File: src/rtl/stream_demux_pkg.sv
// Shared constants for the 1-to-N stream demultiplexer.
package stream_demux_pkg;
  localparam int MODE_SEL   = 0;
  localparam int MODE_RR    = 1;
  localparam int DROP_CNT_W = 8;
endpackage

File: src/rtl/demux_slot.sv
// One-entry holding register for a single demux output channel.
module demux_slot #(
  parameter int DATA_W = 8
) (
  input  logic              clk,
  input  logic              rst_n,
  input  logic              load_i,
  input  logic [DATA_W-1:0] data_i,
  input  logic              ready_i,
  output logic              valid_o,
  output logic [DATA_W-1:0] data_o
);
  logic              valid_q;
  logic [DATA_W-1:0] data_q;

  // NOTE: non-blocking assignments in clocked blocks keep every register
  // sampling the pre-edge value, so block order never changes behaviour.
  // NOTE: the data register is reset too because the output bus must read
  // zero after reset, not just be flagged invalid.
  always_ff @(posedge clk or negedge rst_n) begin
    if (!rst_n) begin
      valid_q <= 1'b0;
      data_q  <= '0;
    end else if (load_i) begin
      // A load while draining refills in place, giving one beat per cycle.
      valid_q <= 1'b1;
      data_q  <= data_i;
    end else if (ready_i) begin
      valid_q <= 1'b0;
    end
  end

  assign valid_o = valid_q;
  assign data_o  = data_q;
endmodule

File: src/rtl/stream_demux_n.sv
// 1-to-N valid/ready demultiplexer: explicit-select or round-robin routing,
// one holding register per output, invalid selects dropped and counted.
module stream_demux_n
  import stream_demux_pkg::*;
#(
  parameter int DATA_W = 8,
  parameter int N_OUT  = 4,
  parameter int SEL_W  = $clog2(N_OUT),
  parameter int MODE   = MODE_SEL
) (
  input  logic                    clk,
  input  logic                    rst_n,
  input  logic [DATA_W-1:0]       in_data,
  input  logic [SEL_W-1:0]        in_sel,
  input  logic                    in_valid,
  output logic                    in_ready,
  output logic [N_OUT*DATA_W-1:0] out_data,
  output logic [N_OUT-1:0]        out_valid,
  input  logic [N_OUT-1:0]        out_ready,
  output logic                    err_sel,
  output logic [DROP_CNT_W-1:0]   drop_cnt
);
  logic [SEL_W-1:0]      tgt;
  logic                  tgt_ok;
  logic                  sel_ready;
  logic                  accept;
  logic                  drop;
  logic [N_OUT-1:0]      load;
  logic [SEL_W-1:0]      rr_q, rr_d;
  logic                  err_q;
  logic [DROP_CNT_W-1:0] drop_q, drop_d;

  // NOTE: every always_comb output gets a default first so no path can
  // leave it unassigned and infer a latch.
  always_comb begin
    tgt       = (MODE == MODE_RR) ? rr_q : in_sel;
    tgt_ok    = (int'(tgt) < N_OUT);
    // Default 1 covers the drop path: an out-of-range target matches no slot.
    sel_ready = 1'b1;
    for (int k = 0; k < N_OUT; k++) begin
      if (tgt == SEL_W'(k)) sel_ready = !out_valid[k] | out_ready[k];
    end
  end

  assign in_ready = sel_ready;
  assign accept   = in_valid & sel_ready;
  assign drop     = accept & !tgt_ok;

  always_comb begin
    rr_d = rr_q;
    if (accept && (MODE == MODE_RR)) begin
      rr_d = (rr_q == SEL_W'(N_OUT - 1)) ? '0 : rr_q + 1'b1;
    end
    drop_d = (drop && (drop_q != '1)) ? drop_q + 1'b1 : drop_q;
  end

  always_ff @(posedge clk or negedge rst_n) begin
    if (!rst_n) begin
      rr_q   <= '0;
      err_q  <= 1'b0;
      drop_q <= '0;
    end else begin
      rr_q   <= rr_d;
      err_q  <= drop;
      drop_q <= drop_d;
    end
  end

  assign err_sel  = err_q;
  assign drop_cnt = drop_q;

  for (genvar k = 0; k < N_OUT; k++) begin : g_slot
    assign load[k] = accept & (tgt == SEL_W'(k));

    demux_slot #(.DATA_W(DATA_W)) u_slot (
      .clk     (clk),
      .rst_n   (rst_n),
      .load_i  (load[k]),
      .data_i  (in_data),
      .ready_i (out_ready[k]),
      .valid_o (out_valid[k]),
      .data_o  (out_data[k*DATA_W +: DATA_W])
    );
  end
endmodule
File: config.mk
export PLATFORM = sky130hd
export DESIGN_NAME = stream_demux_n
export DESIGN_NICKNAME = d
export VERILOG_FILES = /design/src/rtl/stream_demux_pkg.sv /design/src/rtl/demux_slot.sv /design/src/rtl/stream_demux_n.sv
export SDC_FILE = /design/constraint.sdc
export NUM_CORES = 1
export LEC_CHECK = 0
export ABC_AREA = 1
export BUFFER_PORTS_ARGS = -buffer_cell sky130_fd_sc_hd__buf_2
export CORE_MARGIN = 10
export CORE_UTILIZATION = 30
export CTS_BUF_LIST = sky130_fd_sc_hd__clkbuf_4
export CTS_CLUSTER_SIZE = 12
export DETAILED_ROUTE_END_ITERATION = 8
export PLACE_DENSITY_LB_ADDON = 0.3
export SYNTH_ARGS = -nofsm -noshare
export SYNTH_HDL_FRONTEND = slang
export SYNTH_SLANG_ARGS = --single-unit
File: constraint.sdc
create_clock -name clk -period 2.4 [get_ports clk]
set_clock_uncertainty 0.05 [all_clocks]
set_input_delay 0.12 -clock clk [delete_from_list [all_inputs] [get_ports clk]]
set_output_delay 0.12 -clock clk [all_outputs]
set_load 0.05 [all_outputs]
Word level (Yosys, flattened, before mapping). Cells that the tools add are included.

Muxes and demuxes: 12. Reductions and logical operators: 9. Bitwise operators: 9. Eq/ne operators: 3.

Operators with widths (count): two-way mux 1 bit (12); nonzero test 2 bit (4); AND 1 bit (5); equality test 2 bit, second input constant (2); logical NOT 1 bit (4); bitwise OR 1 bit (4); equality test 2 x 1 -> 1 bit, second input constant (1); logical NOT 2 bit (1).

Flip-flop bits (word level): 36. Input bits: 17. Output and inout bits: 46.

Logic depth before layout (Yosys ltp).
Depth in word-level cells: 9. Mapped depth: 9. Depth with buffers taken out: 8.

Cells and area by module. Synthesis repeated with hierarchy kept, for this count alone.

Cell total of the unflattened synthesis: 188. Area total of the unflattened synthesis: 1552.7 um^2.

Modules (own cells, without submodules): demux_slot (times used 4, area an instance 341.6 um^2, cells each 38); stream_demux_n (times used 1, area an instance 186.4 um^2, cells each 36).

Worst setup path before layout. OpenSTA, ideal clock, no wires.

Path type: reg2reg. From: register g_slot[0].u_slot.valid_q. To: register g_slot[0].u_slot.data_q[0]. Cell stages (with the launch flop): 9. Buffers on the path: 1. Slack: 1.177 ns. Required time: 2.284 ns. Clock period less this slack: 1.223 ns. Arrival: 1.107 ns. Cell sequence: dfrtp_1 inv_1 nor2_1 nand2_4 nand3_4 nor2_8 buf_6 nand4_1 nand2_1.

Longest elaborated chain between the ends: 8.

RTL lines: start: declaration (line demux_slot.sv:13) `logic valid_q;`; start signal: assignment (line demux_slot.sv:22) `valid_q <= 1'b0;`; start signal: assignment (line demux_slot.sv:26) `valid_q <= 1'b1;`; start signal: assignment (line demux_slot.sv:29) `valid_q <= 1'b0;`; logical NOT 1 bit (line stream_demux_n.sv:41) `if (tgt == SEL_W'(k)) sel_ready = !out_valid[k] | out_ready[k];`; bitwise OR 1 bit (line stream_demux_n.sv:41); two-way mux 1 bit (4 in series) (line stream_demux_n.sv:41); net in_ready (line stream_demux_n.sv:16) `output logic in_ready,`; AND 1 bit (line stream_demux_n.sv:46) `assign accept = in_valid & sel_ready;`; AND 1 bit (line stream_demux_n.sv:73) `assign load[k] = accept & (tgt == SEL_W'(k));`; end signal: assignment (line demux_slot.sv:27) `data_q <= data_i;`; end: declaration (line demux_slot.sv:14) `logic [DATA_W-1:0] data_q;`.

The timed path passes the listed nets, and every way through them passes these cells. A chain may end at the register's enable or synchronous reset.

Worst setup path after layout.
From: register g_slot[0].u_slot.valid_q. To: output port in_ready.

Longest elaborated chain between the ends: 6.

RTL lines (line): logical NOT 1 bit (stream_demux_n.sv:41); bitwise OR 1 bit (stream_demux_n.sv:41); two-way mux 1 bit (4 in series) (stream_demux_n.sv:41); end: declaration (stream_demux_n.sv:16).

No other way between the ends.

==> metrics <==
vias per cell=approximately 4.6; top library cells by usage in the layout, fill and taps aside=sky130_fd_sc_hd__nand2_1, sky130_fd_sc_hd__buf_2, sky130_fd_sc_hd__dfrtp_1, sky130_fd_sc_hd__nand4_1, sky130_fd_sc_hd__conb_1; Layout Nets=about 260; clock tree from TritonCTS=done; IR drop worst, VDD=around 0.35 mV; weighted congestion at the end of routability-driven global placement=around 0.79; reg-to-reg setup timing slack=0.98 ns; Max stage delay cell, worst path=sky130_fd_sc_hd__dfrtp_1; DRC violation count after routing=0; synth unique cells=23; depth of the worst register-to-register path=7; Achievable Freq=roughly 530 MHz; first-pass GRT wire length=~8300 µm; LEAKAGE=around 1.2 nW; result of the run=complete, no violations; Synth Warn #=0; die outline width=between 90 and 100 µm; total global routing track utilization=0.106; post-CTS setup buffers=0; syn avg cell area=around 9.6 µm²; TritonCTS Buffers=5; buffer cell driving the clock tree root=sky130_fd_sc_hd__clkbuf_4; Post-Syn Area=around 0.0019 mm²; Final Power=slightly below 0.002 W; boundary pin count=between 60 and 70; number of slew-limit violations in the final report=0; effective utilization at floorplan=0.312; critical path endpoint=in_ready; critical path, cell by cell=inv_1 -> nor2_1 -> nand2_4 -> nand3_4 -> nor2_8 -> buf_2; post-cts repair resize count=0; count of nets left with antenna violations after detail routing=0; critical path required time=roughly 2.2 ns; via count of the first global-routing pass=approximately 1,600; synthesized instance count=slightly below 200; half-perimeter wire length of the detailed placement result=between 3000 and 4000 µm; vias after detailed routing=roughly 1,500; setup violation total in the final timing report=0; Placeable Area=0.00596 mm²; area share of the largest cell type after synthesis=0.485; Power per Cell Area=roughly 900 mW/mm²; router iterations before antenna repair=4; antenna violations before repair=0; crit path capture type=output port; area added between synthesis and finish=17.5%; wire length per cell after detailed routing=between 15 and 20 µm; startpoint of the lowest-slack register-to-register path=g_slot[0].u_slot.valid_o$_DFFE_PN0P_; number of violations reported at the end of detailed-routing iteration 0=slightly below 100; Seq/Total Area, Yosys=0.485; top cells by area, synth=sky130_fd_sc_hd__dfrtp_1, sky130_fd_sc_hd__nand2_1, sky130_fd_sc_hd__nand4_1, sky130_fd_sc_hd__buf_4, sky130_fd_sc_hd__nor2_8; fraction of final layout cells sized beyond drive strength 1=0.324; final count of hold timing violations=0; Filler cells=~640; Crit path largest cell delay=0.39 ns; Cell Area, Placed=just over 0.002 mm²; Finished Cell Area=~0.0022 mm²; most common cell after layout, fill and taps aside=sky130_fd_sc_hd__nand2_1; highest net fanout along the worst path=33; unrepaired setup endpoints after global routing=false; number of storage elements in the synthesis netlist=36; kind of launch point of the worst setup path=flip-flop; TNS Setup=0 ns; worst slew pin tran=between 0.8 and 0.9 ns; maximum number of buffers from clock root to sink=2; standard-cell row count=28; worst-case setup slack after placement=0.801 ns; Period Utilization, post-route=0.793; library cell occupying the most area in the post-synthesis netlist=sky130_fd_sc_hd__dfrtp_1; worst-case setup margin in the final layout=0.496 ns; endpoint arrival time on the critical path=roughly 1.7 ns; final critical delay including setup and external delays=between 1.5 and 2 ns; die area=approximately 0.0097 mm²; maximum level of the CTS H-tree=2; pin count of the biggest net entering global routing=37; FF-to-FF End=g_slot[0].u_slot.data_o[6]$_DFFE_PN0P_; clock-pin slew on the worst setup and hold paths=0.12 ns; critical path class=reg -> out; startpoint of the worst setup timing path=g_slot[0].u_slot.valid_o$_DFFE_PN0P_; hold-fix buffer count after cts=5; min-delay worst type=in -> reg; global-route congestion overflow total=0; Sinks on Clock Net=36; utilization after layout=0.366; number of inserted diodes=0; worst slew margin relative to its limit=0.460; vertical extent of the die=a little under 100 µm; DRT Wirelength=a little under 5000 µm; count of maximum capacitance violations=0; quantity of I/O buffers inserted on ports=53; clock latency on the worst-skew pair=between 0.3 and 0.4 ns
-- through the flow --
stage               instances  hold slack [ns]
floorplan                 202           -0.226
global placement          309            0.218
detailed placement        309            0.227
CTS                       322          0.00391
global route              322          0.00341
finish                    322          0.00728
-- where the power goes --
group          switching, W  total, W  leakage (nW)  internal (W)
clock network      0.000210  0.000318        0.0324      0.000107
logic              0.000679  0.000850         0.720      0.000171
registers         0.0000631  0.000789         0.445      0.000726
-- sequential cells by signal, indices dropped and copies added (netlist names) --
signal	count
g_slot.u_slot.data_o	32
g_slot.u_slot.valid_o	4
-- area by class of cell --
type | count | area, µm² | area share
flip-flops and latches | 36 | 901 | 0.413
multi-input cells | 134 | 759 | 0.348
repair buffers | 59 | 323 | 0.148
well taps | 75 | 93.8 | 0.0430
inverters | 10 | 52.6 | 0.0241
clock buffers | 5 | 37.5 | 0.0172
clock inverters | 3 | 13.8 | 0.00631
-- layer usage --
layer | share of wire | up-vias | global-route usage
met4 | 0.011 | 0 | 0.0331
met2 | 0.46 | 47 | 0.160
li1 | - | 731 | -
met3 | 0.081 | 5 | 0.0475
met5 | 0 | - | 0
met1 | 0.45 | 684 | 0.133
-- cells by family (layout without fill, tap and decap cells) --
group,after synthesis,in the layout,share of synthesized area
and+or+nand+nor,122,122,0.383
DFF,36,36,0.485
buffers and inverters,32,77,0.122
AOI/OAI and AO/OA,3,3,0.00808
other,1,9,0.00202
-- synthesized netlist by cell type --
| master | n |
|---|---|
| sky130_fd_sc_hd__dfrtp_1 | 36 |
| sky130_fd_sc_hd__nand3_1 | 1 |
| sky130_fd_sc_hd__nand4_4 | 3 |
| sky130_fd_sc_hd__nand3_4 | 1 |
| sky130_fd_sc_hd__nand2_2 | 4 |
| sky130_fd_sc_hd__conb_1 | 1 |
| sky130_fd_sc_hd__buf_6 | 5 |
| sky130_fd_sc_hd__nand2_1 | 67 |
| sky130_fd_sc_hd__inv_2 | 1 |
| sky130_fd_sc_hd__nor2_8 | 4 |
| sky130_fd_sc_hd__buf_2 | 4 |
| sky130_fd_sc_hd__inv_8 | 2 |
| sky130_fd_sc_hd__o21ai_1 | 1 |
| sky130_fd_sc_hd__nor2_1 | 5 |
| sky130_fd_sc_hd__nor2_2 | 1 |
| sky130_fd_sc_hd__o21ai_0 | 2 |
| sky130_fd_sc_hd__inv_1 | 7 |
| sky130_fd_sc_hd__nor2_4 | 1 |
| sky130_fd_sc_hd__nand4_1 | 32 |
| sky130_fd_sc_hd__buf_4 | 13 |
| sky130_fd_sc_hd__nand3b_1 | 1 |
| sky130_fd_sc_hd__nand4_2 | 1 |
| sky130_fd_sc_hd__nand2_4 | 1 |
-- how the worst min path moves through the flow --
stage          startpoint  depth (start not counted)                                      to  slack, ns
2_1_floorplan       rst_n                          0  g_slot[0].u_slot.data_o[0]$_DFFE_PN0P_      -0.23
3_3_place_gp        rst_n                          1    g_slot[2].u_slot.valid_o$_DFFE_PN0P_       0.22
3_5_place_dp        rst_n                          1    g_slot[1].u_slot.valid_o$_DFFE_PN0P_       0.23
4_1_cts        in_data[6]                          3  g_slot[1].u_slot.data_o[6]$_DFFE_PN0P_      0.004
5_1_grt        in_data[2]                          3  g_slot[1].u_slot.data_o[2]$_DFFE_PN0P_      0.003
6_report       in_data[6]                          3  g_slot[1].u_slot.data_o[6]$_DFFE_PN0P_      0.007
-- worst max-delay path, delay by kind of cell, from the launching register on --
kind	cells	cell delay, ns
simple gates	4	0.56
flops	1	0.39
buf+inv	2	0.42
Power figures use the tool's default switching activity.
